<file path="src/rtl/fifo_sync_multi_pkg.sv">
// -----------------------------------------------------------------------------
// fifo_sync_multi_pkg
// Shared definitions for the multi-channel gray pointer synchroniser.
//   STAGES_MIN/STAGES_MAX : legal synchroniser depth range
//   N_CH_MIN/N_CH_MAX     : legal channel count range
//   GRAY_W_MAX            : widest pointer gray2bin can convert
//   gray2bin()            : gray-to-binary conversion (MSB copied, then
//                           each lower bit XORed with the bit above)
// -----------------------------------------------------------------------------
package fifo_sync_multi_pkg;

    localparam int STAGES_MIN = 2;
    localparam int STAGES_MAX = 4;
    localparam int N_CH_MIN   = 1;
    localparam int N_CH_MAX   = 8;
    localparam int GRAY_W_MAX = 32;

    // Works on a zero-extended pointer: leading zero gray bits give leading
    // zero binary bits, so callers can truncate the result to their width.
    function automatic logic [GRAY_W_MAX-1:0] gray2bin(input logic [GRAY_W_MAX-1:0] g);
        logic [GRAY_W_MAX-1:0] b;
        b[GRAY_W_MAX-1] = g[GRAY_W_MAX-1];
        for (int i = GRAY_W_MAX - 2; i >= 0; i--) begin
            b[i] = b[i+1] ^ g[i];
        end
        return b;
    endfunction

endpackage

</file>
<file path="src/rtl/fifo_sync_multi_chan.sv">
// -----------------------------------------------------------------------------
// fifo_sync_chan
// One channel of the gray pointer synchroniser: an STAGES-deep flop chain,
// a history register of the last synchronised sample, a registered binary
// conversion, a change pulse and a sticky multi-bit-change error flag.
// Ports:
//   wclk         : clock
//   wrst         : synchronous active-high reset
//   i_ptr_gray   : gray pointer from the foreign domain
//   i_err_clr    : clears o_gray_err (a new error at the same edge wins)
//   i_sync_valid : shared flush-complete flag; gates o_ptr_chg / error set
//   o_sync_gray  : last chain stage
//   o_sync_bin   : binary of o_sync_gray, one edge later
//   o_ptr_chg    : one-cycle pulse aligned with the new o_sync_bin
//   o_gray_err   : sticky flag, >1 bit changed between consecutive samples
// -----------------------------------------------------------------------------
module fifo_sync_chan
    import fifo_sync_multi_pkg::*;
#(
    parameter int PW     = 5,
    parameter int STAGES = 2
) (
    input  logic          wclk,
    input  logic          wrst,
    input  logic [PW-1:0] i_ptr_gray,
    input  logic          i_err_clr,
    input  logic          i_sync_valid,
    output logic [PW-1:0] o_sync_gray,
    output logic [PW-1:0] o_sync_bin,
    output logic          o_ptr_chg,
    output logic          o_gray_err
);

    logic [PW-1:0] r_stage [STAGES];
    logic [PW-1:0] r_hist;
    logic [PW-1:0] r_bin;
    logic          r_chg;
    logic          r_err;

    logic [PW-1:0] w_last;
    logic [PW-1:0] w_diff;
    logic          w_multi;

    assign w_last  = r_stage[STAGES-1];
    assign w_diff  = w_last ^ r_hist;
    // A legal gray step (including the wrap back to zero) flips exactly one bit.
    assign w_multi = ($countones(w_diff) > 1);

    always_ff @(posedge wclk) begin
        if (wrst) begin
            for (int k = 0; k < STAGES; k++) begin
                r_stage[k] <= '0;
            end
            r_hist <= '0;
            r_bin  <= '0;
            r_chg  <= 1'b0;
            r_err  <= 1'b0;
        end else begin
            r_stage[0] <= i_ptr_gray;
            for (int k = 1; k < STAGES; k++) begin
                r_stage[k] <= r_stage[k-1];
            end
            r_hist <= w_last;
            r_bin  <= PW'(gray2bin(GRAY_W_MAX'(w_last)));
            // Compared against the history so the pulse lands with r_bin.
            r_chg  <= i_sync_valid & (w_last != r_hist);
            // Set dominates clear.
            r_err  <= (i_sync_valid & w_multi) | (r_err & ~i_err_clr);
        end
    end

    assign o_sync_gray = w_last;
    assign o_sync_bin  = r_bin;
    assign o_ptr_chg   = r_chg;
    assign o_gray_err  = r_err;

endmodule

</file>
<file path="src/rtl/fifo_sync_multi.sv">
// -----------------------------------------------------------------------------
// fifo_sync_multi
// N_CH independent gray pointer synchronisers sharing one flush counter.
// Ports:
//   wclk       : clock for all state
//   wrst       : synchronous active-high reset
//   ptr_gray   : packed gray pointers, channel c at [c*(ASIZE+1) +: ASIZE+1]
//   err_clr    : per-channel clear of gray_err
//   sync_gray  : synchronised gray pointers (STAGES edges latency)
//   sync_bin   : binary of sync_gray (STAGES+1 edges latency)
//   ptr_chg    : per-channel one-cycle change pulse
//   gray_err   : per-channel sticky multi-bit-change flag
//   sync_valid : chain flushed since reset
// -----------------------------------------------------------------------------
module fifo_sync_multi
    import fifo_sync_multi_pkg::*;
#(
    parameter int N_CH   = 2,
    parameter int ASIZE  = 4,
    parameter int STAGES = 2
) (
    input  logic                      wclk,
    input  logic                      wrst,
    input  logic [N_CH*(ASIZE+1)-1:0] ptr_gray,
    input  logic [N_CH-1:0]           err_clr,
    output logic [N_CH*(ASIZE+1)-1:0] sync_gray,
    output logic [N_CH*(ASIZE+1)-1:0] sync_bin,
    output logic [N_CH-1:0]           ptr_chg,
    output logic [N_CH-1:0]           gray_err,
    output logic                      sync_valid
);

    localparam int PW = ASIZE + 1;
    localparam int CW = $clog2(STAGES + 2);
    localparam logic [CW-1:0] CNT_FULL = CW'(STAGES + 1);

    generate
        if (STAGES < STAGES_MIN || STAGES > STAGES_MAX) begin : g_bad_stages
            $error("fifo_sync_multi: STAGES out of range");
        end
        if (N_CH < N_CH_MIN || N_CH > N_CH_MAX) begin : g_bad_nch
            $error("fifo_sync_multi: N_CH out of range");
        end
        if (PW > GRAY_W_MAX) begin : g_bad_asize
            $error("fifo_sync_multi: ASIZE too large");
        end
    endgenerate

    // Flush counter: sync_valid rises once every stage, the history register
    // and the binary register all hold post-reset samples.
    logic [CW-1:0] r_cnt;
    logic          w_sync_valid;

    assign w_sync_valid = (r_cnt == CNT_FULL);

    always_ff @(posedge wclk) begin
        if (wrst) begin
            r_cnt <= '0;
        end else if (!w_sync_valid) begin
            r_cnt <= r_cnt + CW'(1);
        end
    end

    assign sync_valid = w_sync_valid;

    genvar gi;
    generate
        for (gi = 0; gi < N_CH; gi++) begin : g_chan
            fifo_sync_chan #(
                .PW     (PW),
                .STAGES (STAGES)
            ) u_chan (
                .wclk         (wclk),
                .wrst         (wrst),
                .i_ptr_gray   (ptr_gray[gi*PW +: PW]),
                .i_err_clr    (err_clr[gi]),
                .i_sync_valid (w_sync_valid),
                .o_sync_gray  (sync_gray[gi*PW +: PW]),
                .o_sync_bin   (sync_bin[gi*PW +: PW]),
                .o_ptr_chg    (ptr_chg[gi]),
                .o_gray_err   (gray_err[gi])
            );
        end
    endgenerate

endmodule

</file>
<file path="config.mk">
export PLATFORM = sky130hd
export DESIGN_NAME = fifo_sync_multi
export DESIGN_NICKNAME = d
export VERILOG_FILES = /design/src/rtl/fifo_sync_multi_pkg.sv /design/src/rtl/fifo_sync_multi_chan.sv /design/src/rtl/fifo_sync_multi.sv
export SDC_FILE = /design/constraint.sdc
export NUM_CORES = 1
export LEC_CHECK = 0
export ABC_AREA = 1
export CAP_MARGIN = 10
export CORE_MARGIN = 3
export CORE_UTILIZATION = 45
export DETAILED_ROUTE_END_ITERATION = 7
export DONT_BUFFER_PORTS = 1
export GPL_TIMING_DRIVEN = 0
export SYNTH_ARGS = -nofsm -noshare
export SYNTH_HDL_FRONTEND = slang
export SYNTH_SLANG_ARGS = --single-unit
export TNS_END_PERCENT = 30
</file>
<file path="constraint.sdc">
create_clock -name wclk -period 2.2 [get_ports wclk]
set_input_delay 0.22 -clock wclk [delete_from_list [all_inputs] [get_ports wclk]]
set_output_delay 0.22 -clock wclk [all_outputs]
set_load 0.05 [all_outputs]
</file>
# Yosys cells after proc, flatten, opt, wreduce, memory -nomap -nowiden

Memory sizes are Yosys's and may differ from the RTL's.
Index checks and enable logic that the tools add are counted.

Bits in writable memories: 20
Bits in registers: 26
Memories: 2
Logic and storage cells: 56
Input bits: 14
Output and inout port bits: 25

Equality and inequality tests: 3
Magnitude comparators: 2
$add $sub $neg: 9
Bitwise gates (word level): 24
Mux-type cells: 7

Memory list:

| memory                   | depth | width | rd ports | clocked after Yosys merged registers in | wr ports | RTL line                   | RTL |
|---|---|---|---|---|---|---|---|
| g_chan[0].u_chan.r_stage | 2     | 5     | 2        | 0                                       | 2        | fifo_sync_multi_chan.sv:34 | `logic [PW-1:0] r_stage [STAGES];` |
| g_chan[1].u_chan.r_stage | 2     | 5     | 2        | 0                                       | 2        | fifo_sync_multi_chan.sv:34 |  |

Operators with widths:

| cell                  | count |
|---|---|
| $add A32 B1 Y32       | 2 |
| $add A32 B32 Y32      | 2 |
| $gt A32 B2 Y1 const B | 2 |
| $mux W5               | 4 |
| $ne A5 B5 Y1          | 2 |
| $xor A5 B5 Y5         | 2 |
| $add A1 B1 Y2         | 4 |
| $xor A1 B1 Y1         | 8 |
| $and A1 B1 Y1         | 6 |
| $or A1 B1 Y1          | 6 |
| $mux W1               | 3 |
| $add A2 B1 Y2 const B | 1 |
| $eq A2 B2 Y1 const B  | 1 |
| $not A1 Y1            | 2 |

# Longest topological paths before layout

An unclocked memory read counts as a cell.

Word-level depth: 8
Mapped depth: 8
Gate-level depth less buffers: 8

# By module

Synthesis repeated with hierarchy kept, for this count alone.

Cell total of the unflattened synthesis: 207
Area, all modules: 1,745.4 um2

By module, submodules not included:

| module          | instances | cells an instance | seq. area each (um2) | area each (um2) |
|---|---|---|---|---|
| fifo_sync_chan  | 2         | 96                | 420.4                | 819.5 |
| fifo_sync_multi | 1         | 15                | 40.0                 | 106.4 |

# Worst setup path before layout

Ideal clock, no wire load.

Kind: register -> register
Start: mem g_chan[1].u_chan.r_stage[1][2], in the netlist g_chan[1].u_chan.r_stage[0][7]
End: reg g_chan[1].u_chan.r_err
Required time: 2,074 ps
Slack: 174 ps
Arrival time: 1,899 ps
Cell stages (with the launch flop): 9
Buffers on the path: 0
Clock period less this slack: 2,026 ps
Library setup time: 126 ps
Cells stage by stage: dfxtp_1 xor2_1 inv_1 ha_1 ha_1 a21o_1 fa_1 nor2_1 o32ai_1

RTL lines:

| element                | RTL line                   | RTL |
|---|---|---|
| start: declaration     | fifo_sync_multi_chan.sv:34 |  |
| end signal: assignment | fifo_sync_multi_chan.sv:68 | `r_err <= (i_sync_valid & w_multi) \| (r_err & ~i_err_clr);` |
| end: declaration       | fifo_sync_multi_chan.sv:38 | `logic r_err;` |

==> results.md <==
- Estimated wirelength of the detail-placed design: 2.31 mm
- TritonCTS clock tree: yes
- Core region area: 0.00377 mm^2
- Std-Cell Rows: 22
- First-pass iteration count of the detailed router: 4
- Share of layout cells above drive strength 1: 0.228
- Total Routed Length: 3.04 mm
- Slew headroom: 0.614
- Post-Route Hold Slack: 0.0284 ns
- Cell with the most instances after synthesis: sky130_fd_sc_hd__dfxtp_1
- Minimum period implied by the final worst setup slack: 2.06 ns
- Number of remaining DRC errors: 0
- Filler instances: 342
- Antenna-violating nets left: 0
- Register bit total from synthesis: 44
- Num Clock Sinks: 44
- Cell type with the largest total area after synthesis: sky130_fd_sc_hd__dfxtp_1
- Nature of the critical path startpoint: flop
- Growth of design area from synthesis to finish: 15.7%
- Synthesized net count: 237
- Root cell of the clock tree: sky130_fd_sc_hd__clkbuf_8
- Synth warnings: 0
- Final Wtd Congestion: 0.786
- Die footprint: 0.00482 mm^2
- Main synth FF type: sky130_fd_sc_hd__dfxtp_1
- Gate count after technology mapping: 210
- Global-route wire length before repair: 5.26 mm
- Least-Margin Pin Slew: 0.579 ns
- Cell types with the largest area share after synthesis: sky130_fd_sc_hd__dfxtp_1, sky130_fd_sc_hd__inv_1, sky130_fd_sc_hd__nor2_1, sky130_fd_sc_hd__ha_1, sky130_fd_sc_hd__buf_4
- Maximum frequency from static timing analysis: 484 MHz
- Worst slack at placement: 0.0260 ns
- Share of synthesized area occupied by flip-flops and latches: 0.487
- Die extent in x: 69.4 um
- Chip height: 69.4 um
- Asr flop ratio synth: 0
- Final Skew: 0.00741 ns
- Setup violations, final: 0
- Category of the critical setup timing path: flop to flop
- Clock buffer depth: 2
- Clock-pin slew of the registers on the worst-case setup and hold paths: 0.08 ns
- Leakage: 0.00105 uW
- Required time of the worst setup path: 2.38 ns
- Number of top-level pins: 39
- DRT iter0 DRCs: 34
- Status: complete, no violations
- Setup repair after global routing missed its margin: true
- Number of antenna repair diodes: 0
- WL per Instance: 11.4 um
- Initial antenna violation count: 0
- Per-instance average area after synthesis: 8.62 um^2
- Via count normalized by instance count: 4.45
- Maximum VDD drop: 0.508 mV
- Starting density of the core: 0.480
- Num CTS Buffers: 5
- Count of final hold-check violations: 0
- Mapped cell area: 0.00181 mm^2
- Worst-skew pair later-pin latency: 0.29 ns
- PD cells: 847 mW/mm^2
- Final-report max-slew violation count: 0
- Arr. time, crit path: 2.24 ns
- Hold Crit Class: input port to flop
- Period Utilization, post-route: 0.938
- Number of flops mapped to enable cells by yosys: 0
- Distinct cell type count of the synthesized netlist: 20
- Port bufs: 0
- Via count of the first global-routing pass: 1216
- Max capacitance violation total: 0
- Capturing element type of the critical path: flop
- Most frequent cells after synthesis: sky130_fd_sc_hd__dfxtp_1, sky130_fd_sc_hd__inv_1, sky130_fd_sc_hd__nor2_1
- Final setup slack of the worst path: 0.136 ns
- Share of the synthesized area in the top cell type: 0.487
- Maximum number of pins on one net before global-route repair: 14
- GRT Overall Usage: 0.137
- Number of nets in the final layout: 245
- Final global-route overflow total: 0
- Highest net fanout along the worst path: 3
- DR vias: 1189
- Number of levels in the clock H-tree: 2
-- worst paths after layout --
| path | from | end | slack [ns] | cells after the start |
|---|---|---|---|---|
| setup / recovery | g_chan[0].u_chan.r_stage[0][5]$_SDFF_PP0_ | g_chan[0].u_chan.o_gray_err$_SDFF_PP0_ | 0.14 | 8 |
| hold / removal | ptr_gray[7] | g_chan[1].u_chan.r_stage[0][2]$_SDFF_PP0_ | 0.03 | 2 |
| setup reg to reg | g_chan[0].u_chan.r_stage[0][5]$_SDFF_PP0_ | g_chan[0].u_chan.o_gray_err$_SDFF_PP0_ | 0.14 | 8 |
| hold reg to reg | g_chan[0].u_chan.r_stage[0][3]$_SDFF_PP0_ | g_chan[0].u_chan.r_stage[0][8]$_SDFF_PP0_ | 0.40 | 2 |
-- worst max-delay path: stages (launching register included) --
cell,delay (ns)
sky130_fd_sc_hd__dfxtp_2,0.38
sky130_fd_sc_hd__xor2_2,0.16
sky130_fd_sc_hd__inv_1,0.06
sky130_fd_sc_hd__ha_1,0.29
sky130_fd_sc_hd__ha_1,0.28
sky130_fd_sc_hd__a21o_1,0.19
sky130_fd_sc_hd__fa_1,0.42
sky130_fd_sc_hd__nor2_1,0.09
sky130_fd_sc_hd__o32ai_1,0.08
-- final cells by class --
| type | count | area [um^2] | area share |
|---|---|---|---|
| sequential | 44 | 893 | 0.427 |
| clock inverter | 1 | 30.0 | 0.0143 |
| clock buffer | 7 | 96.3 | 0.0460 |
| inverter | 44 | 165 | 0.0789 |
| multi-input combinational | 102 | 702 | 0.335 |
| buffer | 20 | 139 | 0.0663 |
| timing repair buffer | 1 | 7.51 | 0.00359 |
| tap | 48 | 60.1 | 0.0287 |
-- report_power, final --
group	internal (uW)	total [uW]	leakage, uW	switching [uW]
registers	837	900	0.000365	63.1
clock network	401	660	0.0000645	260
logic	78.8	212	0.000621	133
-- kinds of logic (layout without fill, tap and decap cells) --
logic type      after synthesis  in the layout  share of synthesized area
fa+ha+maj                    13             13                     0.0982
buf+inv                      64             73                      0.168
simple gates                 66             66                      0.154
compound gates               13             13                     0.0443
xor+xnor                     10             10                     0.0484
flops                        44             44                      0.487
-- cells in the final DEF (no fill, tap or decap), types with 2 or more instances in the layout --
| master | instances |
|---|---|
| sky130_fd_sc_hd__inv_2 | 2 |
| sky130_fd_sc_hd__a31oi_1 | 2 |
| sky130_fd_sc_hd__dfxtp_2 | 4 |
| sky130_fd_sc_hd__a21o_1 | 2 |
| sky130_fd_sc_hd__clkbuf_8 | 7 |
| sky130_fd_sc_hd__dfxtp_4 | 2 |
| sky130_fd_sc_hd__o21ai_0 | 2 |
| sky130_fd_sc_hd__nor2_1 | 40 |
| sky130_fd_sc_hd__a21oi_1 | 5 |
| sky130_fd_sc_hd__o32ai_1 | 2 |
| sky130_fd_sc_hd__dfxtp_1 | 38 |
| sky130_fd_sc_hd__ha_1 | 9 |
| sky130_fd_sc_hd__nand2_2 | 2 |
| sky130_fd_sc_hd__buf_2 | 3 |
| sky130_fd_sc_hd__xor2_2 | 3 |
| sky130_fd_sc_hd__fa_1 | 2 |
| sky130_fd_sc_hd__xnor2_2 | 4 |
| sky130_fd_sc_hd__xor2_1 | 2 |
| sky130_fd_sc_hd__nand2_1 | 15 |
| sky130_fd_sc_hd__ha_4 | 2 |
| sky130_fd_sc_hd__inv_1 | 42 |
| sky130_fd_sc_hd__buf_4 | 17 |
| sky130_fd_sc_hd__nand3_1 | 6 |
| sky130_fd_sc_hd__nand3_2 | 3 |
-- flip-flops by register name, indices dropped and copies added (netlist names) --
signal and cells:
g_chan.u_chan.o_gray_err 2, g_chan.u_chan.o_ptr_chg 2, g_chan.u_chan.o_sync_bin 10, g_chan.u_chan.r_hist 8
g_chan.u_chan.r_stage 20, r_cnt 2
-- layer usage --
metal | up-vias | global-route usage | wire [um]
met3 | 4 | 0.0536 | 158
li1 | 617 | - | -
met4 | 0 | 0.0456 | 27
met5 | - | 0 | 0
met2 | 29 | 0.238 | 1480
met1 | 539 | 0.152 | 1380
-- stage by stage --
stage,cell area (um^2),util,total power (uW),instances,setup TNS (ns)
after floorplan,1810,-,1080,210,0
after global placement,1870,0.496,1100,258,0
after detailed placement,1870,0.496,1110,258,0
after CTS,2000,0.529,1780,266,0
after global routing,2090,0.555,1850,267,-0.0184
final,2090,0.555,1770,267,0
-- repair_timing --
action	4_1_cts	5_1_grt
hold buffers	0	0
endpoints found under the setup margin	0	2
setup buffers	0	1
resized for setup	0	17
(Power assumes the default switching activity.)
